File: config.mk
export PLATFORM = sky130hd
export DESIGN_NAME = cordic_vectoring_iterative
export DESIGN_NICKNAME = d
export VERILOG_FILES = /design/src/rtl/cordic_pkg.sv /design/src/rtl/cordic_microrot.sv /design/src/rtl/cordic_vectoring_iterative.sv
export SDC_FILE = /design/constraint.sdc
export NUM_CORES = 1
export LEC_CHECK = 0
export CORE_ASPECT_RATIO = 2
export CORE_MARGIN = 2
export CORE_UTILIZATION = 50
export DETAILED_ROUTE_END_ITERATION = 12
export PLACE_DENSITY = 0.68
export SETUP_SLACK_MARGIN = 0.2
export SLEW_MARGIN = 20
export SYNTH_ARGS = -nofsm -noshare
export SYNTH_HDL_FRONTEND = slang
export SYNTH_SLANG_ARGS = --single-unit
File: constraint.sdc
create_clock -name clk -period 7.2 [get_ports clk]
set_clock_uncertainty 0.2 [all_clocks]
set_input_delay 0.72 -clock clk [delete_from_list [all_inputs] [get_ports clk]]
set_output_delay 0.72 -clock clk [all_outputs]
set_load 0.1 [all_outputs]
File: src/rtl/cordic_pkg.sv
// cordic_pkg: constants shared by the CORDIC rotation and vectoring engines.
// Angles are Q2.14 radians; datapath x/y are 19 bits and z is Q4.14.
package cordic_pkg;

  localparam int FRAC_BITS = 14;
  localparam int LENGTH    = 8;
  localparam int XW        = 19;
  localparam int ZW        = 18;
  localparam int IW        = $clog2(LENGTH);

  localparam logic signed [15:0] GAIN    = 16'sd9949;
  localparam logic signed [15:0] HALF_PI = 16'sd25736;

  typedef enum logic [1:0] {
    ST_IDLE,
    ST_ITER,
    ST_SCALE
  } state_e;

  // round(atan(2^-i) * 2^14)
  function automatic logic signed [15:0] atan_lut(input int i);
    case (i)
      0:       atan_lut = 16'sd12868;
      1:       atan_lut = 16'sd7596;
      2:       atan_lut = 16'sd4014;
      3:       atan_lut = 16'sd2037;
      4:       atan_lut = 16'sd1023;
      5:       atan_lut = 16'sd512;
      6:       atan_lut = 16'sd256;
      7:       atan_lut = 16'sd128;
      8:       atan_lut = 16'sd64;
      9:       atan_lut = 16'sd32;
      10:      atan_lut = 16'sd16;
      11:      atan_lut = 16'sd8;
      12:      atan_lut = 16'sd4;
      13:      atan_lut = 16'sd2;
      14:      atan_lut = 16'sd1;
      default: atan_lut = 16'sd0;
    endcase
  endfunction

endpackage

File: src/rtl/cordic_microrot.sv
// cordic_microrot: one combinational CORDIC micro-rotation.
// pos=1 rotates clockwise (vectoring: y>=0, rotation: z<0).
module cordic_microrot
  import cordic_pkg::*;
(
  input  logic signed [XW-1:0] x,
  input  logic signed [XW-1:0] y,
  input  logic signed [ZW-1:0] z,
  input  logic        [IW-1:0] shift,
  input  logic signed [15:0]   atan,
  input  logic                 pos,
  output logic signed [XW-1:0] x_nx,
  output logic signed [XW-1:0] y_nx,
  output logic signed [ZW-1:0] z_nx
);

  logic signed [XW-1:0] xs;
  logic signed [XW-1:0] ys;
  logic signed [ZW-1:0] a;

  assign xs = x >>> shift;
  assign ys = y >>> shift;
  assign a  = ZW'(atan);

  assign x_nx = pos ? x + ys : x - ys;
  assign y_nx = pos ? y - xs : y + xs;
  assign z_nx = pos ? z + a  : z - a;

endmodule

File: src/rtl/cordic_vectoring_iterative.sv
// cordic_vectoring_iterative: atan2 phase and scaled magnitude of (x, y),
// one micro-rotation per clock after a quadrant pre-rotation.
module cordic_vectoring_iterative
  import cordic_pkg::*;
(
  input  logic        clk,
  input  logic        rst_n,
  input  logic        start,
  input  logic [15:0] x_in,
  input  logic [15:0] y_in,
  output logic        busy,
  output logic        done,
  output logic [15:0] phase,
  output logic [15:0] magnitude
);

  state_e state_q, state_d;

  logic signed [XW-1:0] x_q, x_d, y_q, y_d;
  logic signed [XW-1:0] x_nx, y_nx, xi, yi;
  logic signed [ZW-1:0] z_q, z_d, z_nx, hp;
  logic        [IW-1:0] i_q, i_d;
  logic                 zero_q, zero_d;
  logic                 done_q, done_d;
  logic        [15:0]   phase_q, phase_d;
  logic        [15:0]   mag_q, mag_d;
  logic signed [XW+15:0] prod;
  logic signed [XW+1:0]  mag_full;

  assign xi = XW'($signed(x_in));
  assign yi = XW'($signed(y_in));
  assign hp = ZW'(HALF_PI);

  cordic_microrot u_rot (
    .x     (x_q),
    .y     (y_q),
    .z     (z_q),
    .shift (i_q),
    .atan  (atan_lut(int'(i_q))),
    .pos   (~y_q[XW-1]),
    .x_nx  (x_nx),
    .y_nx  (y_nx),
    .z_nx  (z_nx)
  );

  always_comb begin
    state_d  = state_q;
    x_d      = x_q;
    y_d      = y_q;
    z_d      = z_q;
    i_d      = i_q;
    zero_d   = zero_q;
    done_d   = 1'b0;
    phase_d  = phase_q;
    mag_d    = mag_q;
    prod     = (XW+16)'(x_q) * (XW+16)'(GAIN);
    mag_full = (XW+2)'(prod >>> FRAC_BITS);
    unique case (state_q)
      ST_IDLE: begin
        if (start) begin
          state_d = ST_ITER;
          i_d     = '0;
          zero_d  = (x_in == 16'd0) && (y_in == 16'd0);
          // fold left half-plane into the right so the iterations converge
          if (!xi[XW-1]) begin
            x_d = xi;
            y_d = yi;
            z_d = '0;
          end else if (!yi[XW-1]) begin
            x_d = yi;
            y_d = -xi;
            z_d = hp;
          end else begin
            x_d = -yi;
            y_d = xi;
            z_d = -hp;
          end
        end
      end
      ST_ITER: begin
        x_d = x_nx;
        y_d = y_nx;
        z_d = z_nx;
        i_d = i_q + IW'(1);
        if (i_q == IW'(LENGTH-1)) state_d = ST_SCALE;
      end
      ST_SCALE: begin
        state_d = ST_IDLE;
        done_d  = 1'b1;
        if (zero_q || mag_full[XW+1]) mag_d = '0;
        else if (|mag_full[XW:15])    mag_d = 16'h7fff;
        else                          mag_d = mag_full[15:0];
        phase_d = zero_q ? '0 : 16'(z_q >>> 1);
      end
      default: state_d = ST_IDLE;
    endcase
  end

  always_ff @(posedge clk or negedge rst_n) begin
    if (!rst_n) begin
      state_q <= ST_IDLE;
      x_q     <= '0;
      y_q     <= '0;
      z_q     <= '0;
      i_q     <= '0;
      zero_q  <= 1'b0;
      done_q  <= 1'b0;
      phase_q <= '0;
      mag_q   <= '0;
    end else begin
      state_q <= state_d;
      x_q     <= x_d;
      y_q     <= y_d;
      z_q     <= z_d;
      i_q     <= i_d;
      zero_q  <= zero_d;
      done_q  <= done_d;
      phase_q <= phase_d;
      mag_q   <= mag_d;
    end
  end

  assign busy      = (state_q != ST_IDLE);
  assign done      = done_q;
  assign phase     = phase_q;
  assign magnitude = mag_q;

endmodule

==> impl_metrics.toml, run 1 <==
[status]
status = "finished, final reports clean"

[grt]
grt_pass1_vias = 13500
antenna_found_initial = 0
grt_max_degree = 84
grt_pass1_wl_um = 67800
overflow = 0
grt.total_usage = 0.271

[timing]
final.setup.tns_ns = 0
fmax_mhz = 149
rsz0062_at_grt = "no"
hold-worst-slack_ns = 0.122
period_needed_ns = 6.73
hold_violations = 0
slew_violations = 0
relSlewSlack = 0.324
setup_violations = 0
period_share = 0.935
worst_pin_slew_ns = 1.01

[drt]
drt_pass1_iterations = 5
wl_per_cell_um = 19.6
drt_wl_total_um = 42200
drt-initial-drc-count = 624
drc_errors = 0
vias_per_cell = 5.96
vias = 12800
drt.antenna.violating_nets = 0

[logic_synthesis]
postSynth.asyncResetShare = 1.00
ys_top_cells_by_count = "261 x inv_1, 176 x ha_1, 128 x fa_1"
yosysWarningCount = 0
yosysUniqueCellTypes = 86
syn_area_per_cell_um2 = 8.70
netlist_instances = 1747
synth_ff_type = "dfrtp_1"
yosysTopAreaCell = "fa_1"
syn_nets = 2086
ys_ff_latch = 94
synth_area_mm2 = 0.0152
yosysMostFrequentCell = "inv_1"
ys_top_cells_by_area = "fa_1 17%, dfrtp_1 15%, ha_1 14%"
ys_seq_area_frac = 0.155
yosysTopAreaCellShare = 0.169
synth_edf_count = 0

[layout]
antenna_cells = 0
area_growth_pct = 8.18
fin_area_mm2 = 0.0165
drive_gt1_frac = 0.0561
nets = 2118
final_util = 0.547
num-fill-cells = 2825

[setup_path]
crit_arrival_ns = 6.83
crit_path_end_kind = "flip-flop"
worstPathRequired_ns = 7.30
crit_type = "reg2reg"
critPathLaunchType = "flip-flop"
critPathMaxFanout = 12

[clock_tree]
clkSinkCount = 94
htree_num_levels = 3
ctsRootBufferMaster = "clkbuf_16"
path_clk_slew_ns = 0.08
cts_setup_buffers = 0
worstSkewPairLatency_ns = 0.39
cts_buffer_depth = 2
cts_buffers = 9
cts_tree = "built"

[die]
fp.dieArea_mm2 = 0.0319
fp.dieW_um = 127
ios = 69
die_y_um = 251
fp-row-count = 90
coreArea_mm2 = 0.0301
start_util = 0.506

[job]
cap_viol_max_count = 0

[placed_design]
gp_congestion = 0.950
post-dp-hpwl_um = 34600
placed_cell_area_mm2 = 0.0161
port_buffers = 68

[worst_hold_path]
hold_path.class = "in2async"
[cells in the final DEF, fill, tap and decap left out, drive strengths merged, types with 29 or more instances in the layout]
cell,synthesis,final
a211oi,59,59
a21oi,110,110
clkdlybuf4s50,0,66
dfrtp,94,94
fa,128,128
ha,176,176
inv,263,268
mux2i,34,34
nand2,114,114
nand3,29,29
nor2,122,122
nor3,53,53
o21ai,100,100
xnor2,56,56
xor2,56,56
[layer usage]
layer	routed length [um]	global-route usage
met1	14300	0.260
met4	3080	0.178
met5	0	0
met3	1510	0.0286
met2	23400	0.530
[worst max-delay path, cell delays in order, from the launching register on]
cell and delay (ns):
dfrtp_1 0.57, ha_1 0.40, inv_1 0.09, fa_1 0.55, inv_1 0.05, fa_1 0.53, fa_1 0.45, fa_1 0.54
inv_1 0.05, fa_1 0.52, inv_1 0.04, ha_1 0.36, a21oi_1 0.16, o21ai_0 0.09, a211oi_1 0.33, o31a_1 0.32
o21ai_0 0.28, a311oi_1 0.48, o21bai_1 0.12, xor2_1 0.28, nor3_1 0.08, o21ai_1 0.13
[path summary, 6_finish.rpt]
path | startpoint | endpoint | slack [ns] | cells after the start
max | x_q[12]$_DFFE_PN0P_ | magnitude[13]$_DFFE_PN0P_ | 0.47 | 21
min | rst_n | magnitude[7]$_DFFE_PN0P_ | 0.12 | 1
max reg2reg | x_q[12]$_DFFE_PN0P_ | magnitude[13]$_DFFE_PN0P_ | 0.47 | 21
min reg2reg | phase[14]$_DFFE_PN0P_ | phase[14]$_DFFE_PN0P_ | 0.28 | 2
max in group asynchronous | rst_n | phase[15]$_DFFE_PN0P_ | 5.52 | 2
min in group clk | phase[14]$_DFFE_PN0P_ | phase[14]$_DFFE_PN0P_ | 0.28 | 2
[through the flow]
stage / worst slack, ns / instances
5_1_grt: 0.214 / 2152
3_5_place_dp: 0.258 / 2136
6_report: 0.470 / 2152
2_1_floorplan: 1.03 / 1747
3_3_place_gp: 0.467 / 2136
4_1_cts: 0.217 / 2152
[registers in the layout (all words and copies together), names as in the netlist]
register / count
done: 1
phase: 16
z_q: 17
y_q: 19
magnitude: 16
x_q: 19
state_q: 2
i_q: 3
zero_q: 1
[cells by family after synthesis]
logic type / synth area share
muxes: 0.0718
AOI/OAI and AO/OA: 0.165
xor gates and xnor gates: 0.0645
buffers and inverters: 0.0912
and+or+nand+nor: 0.140
DFF: 0.155
adders and majority gates: 0.313
[cell type report]
class	count	area [um^2]	share of cell area
Clock buffer	9	225	0.0137
Clock inverter	7	72.6	0.00441
Inverter	263	990	0.0602
Multi-Input combinational cell	1321	11500	0.700
Sequential cell	94	2350	0.143
Tap cell	368	460	0.0280
Timing Repair Buffer	90	838	0.0510
[timing repair]
action | CTS | global route
hold endpoints to repair | 0 | 0
hold buffers | 0 | 0
resized for setup | 0 | 5
endpoints found under the setup margin | 0 | 15
Power of run 1 is left out: the tool's default activity adds up to more than one toggle a clock period on the data nets, which glitch-free logic cannot reach.
==> run 2: changes to the inputs <==
--- a/config.mk
+++ b/config.mk
@@ -6,9 +6,10 @@
 export NUM_CORES = 1
 export LEC_CHECK = 0
 export CORE_ASPECT_RATIO = 2
-export CORE_MARGIN = 2
+export CORE_MARGIN = 3
 export CORE_UTILIZATION = 50
 export DETAILED_ROUTE_END_ITERATION = 12
+export GPL_TIMING_DRIVEN = 1
 export PLACE_DENSITY = 0.68
 export SETUP_SLACK_MARGIN = 0.2
 export SLEW_MARGIN = 20
==> run 2 against run 1 <==
Net effect:
- global-route usage fell by 0.44 points
- fmax is 0.14% higher
- via count shrank 0.44%
- first-iteration DRC count down 20%
- design area barely moved
- hold slack gained 0.053 ns
- routed wire length is 1.6% higher
- critical path type unchanged
- critical endpoint unchanged
==> impl_metrics.toml, run 2 (same netlist as run 1, synthesis figures left out) <==
[grt]
grt_pass1_wl_um = 67500
grt_max_degree = 84
grt.total_usage = 0.267
overflow = 0
antenna_found_initial = 0
grt_pass1_vias = 13400

[drt]
vias_per_cell = 5.93
drt-initial-drc-count = 498
vias = 12800
drt_pass1_iterations = 5
wl_per_cell_um = 19.9
drc_errors = 0
drt_wl_total_um = 42900
drt.antenna.violating_nets = 0

[clock_tree]
clkSinkCount = 94
cts_buffers = 9
worstSkewPairLatency_ns = 0.38
cts_tree = "built"
ctsRootBufferMaster = "clkbuf_16"
htree_num_levels = 3
hold_buffers = 0
cts_setup_buffers = 0
cts_buffer_depth = 2
path_clk_slew_ns = 0.08

[layout]
reg_top3 = "x_q (19), y_q (19), z_q (17)"
num-fill-cells = 2732
layout_common_cells = "261 x inv_1, 176 x ha_1, 128 x fa_1, 121 x nor2_1, 111 x nand2_1"
final_common_cell = "inv_1"
nets = 2122
final_util = 0.554
drive_gt1_frac = 0.0576
antenna_cells = 0
area_growth_pct = 8.27

[setup_path]
rrSetupSlack_ns = 0.48
crit_arrival_ns = 6.82
critPathLaunchType = "flip-flop"
crit_type = "reg2reg"
critPathMaxFanout = 12
worstPathRequired_ns = 7.30
crit_path_end_kind = "flip-flop"

[die]
ios = 69
die_y_um = 253
fp.dieW_um = 129
start_util = 0.511
fp-row-count = 89
coreArea_mm2 = 0.0297
fp.dieArea_mm2 = 0.0327

[timing]
hold_violations = 0
worst_pin_slew_ns = 1.05
setup_violations = 0
period_needed_ns = 6.72
period_share = 0.933
rsz0062_at_grt = "yes"
slew_violations = 0
fmax_mhz = 149
final.setup.tns_ns = 0
relSlewSlack = 0.300

[job]
cap_viol_max_count = 0

[placed_design]
port_buffers = 68
gp_congestion = 0.949
post-dp-hpwl_um = 35400

[status]
status = "finished, final reports clean"

[worst_hold_path]
hold_path.class = "in2async"
[run 2: changes by cell type in the layout (fill, tap and decap cells not counted), sizes merged]
cell | previous run | this run
buf | 24 | 28
bufinv | 0 | 1
clkbuf | 9 | 10
clkinv | 1 | 2
inv | 268 | 265
[run 2: final timing paths]
path                                 startpoint                   endpoint  cells after the start
max                         x_q[12]$_DFFE_PN0P_  magnitude[13]$_DFFE_PN0P_                     21
min                                       rst_n        x_q[18]$_DFFE_PN0P_                      1
max reg2reg                 x_q[12]$_DFFE_PN0P_  magnitude[13]$_DFFE_PN0P_                     21
min reg2reg                phase[0]$_DFFE_PN0P_       phase[0]$_DFFE_PN0P_                      2
max in group asynchronous                 rst_n       phase[6]$_DFFE_PN0P_                      2
min in group clk           phase[0]$_DFFE_PN0P_       phase[0]$_DFFE_PN0P_                      2
[run 2: cell type report]
class / count / area [um^2] / share of cell area
flip-flops and latches: 94 / 2350 / 0.143
clock inverters: 6 / 68.8 / 0.00418
inverters: 263 / 990 / 0.0601
well taps: 364 / 455 / 0.0277
repair buffers: 94 / 868 / 0.0527
clock buffers: 10 / 229 / 0.0139
multi-input cells: 1321 / 11500 / 0.698
[run 2: timing repair]
action,in CTS,in global routing
hold endpoints to repair,0,0
endpoints found under the setup margin,0,15
resized for setup,0,4
[run 2: through the flow]
stage	cell area, um^2	hold WS (ns)	cells	setup WS, ns
2_1_floorplan	15200	0.224	1747	1.03
3_3_place_gp	16100	0.261	2136	0.473
3_5_place_dp	16100	0.269	2136	0.295
4_1_cts	16400	0.185	2152	0.289
5_1_grt	16500	0.220	2152	0.191
6_report	16500	0.175	2152	0.479
[run 2: critical path, stage by stage, from the launching register on]
cell,delay [ns]
dfrtp_1,0.56
ha_1,0.39
inv_1,0.08
fa_1,0.54
inv_1,0.06
fa_1,0.52
fa_1,0.44
fa_1,0.54
inv_1,0.06
fa_1,0.53
inv_1,0.04
ha_1,0.36
a21oi_1,0.17
o21ai_0,0.11
a211oi_1,0.37
o31a_1,0.32
o21ai_0,0.27
a311oi_1,0.46
o21bai_1,0.12
xor2_1,0.27
nor3_1,0.08
o21ai_1,0.13
[run 2: per-layer routing]
layer | track usage | wire length, um
met1 | 0.252 | 14600
met2 | 0.514 | 23600
met3 | 0.0298 | 1220
met4 | 0.189 | 3480
met5 | 0 | 0
Power of run 2 is left out for the same reason.
==> run 3: changes to the inputs <==
--- a/config.mk
+++ b/config.mk
@@ -8,6 +8,7 @@
 export CORE_ASPECT_RATIO = 2
 export CORE_MARGIN = 3
 export CORE_UTILIZATION = 50
+export CTS_CLUSTER_SIZE = 16
 export DETAILED_ROUTE_END_ITERATION = 12
 export GPL_TIMING_DRIVEN = 1
 export PLACE_DENSITY = 0.68
==> results of run 3 <==
The final DEF is identical to that of run 2; final timing and power are the same.
Power of run 3 is left out for the same reason.
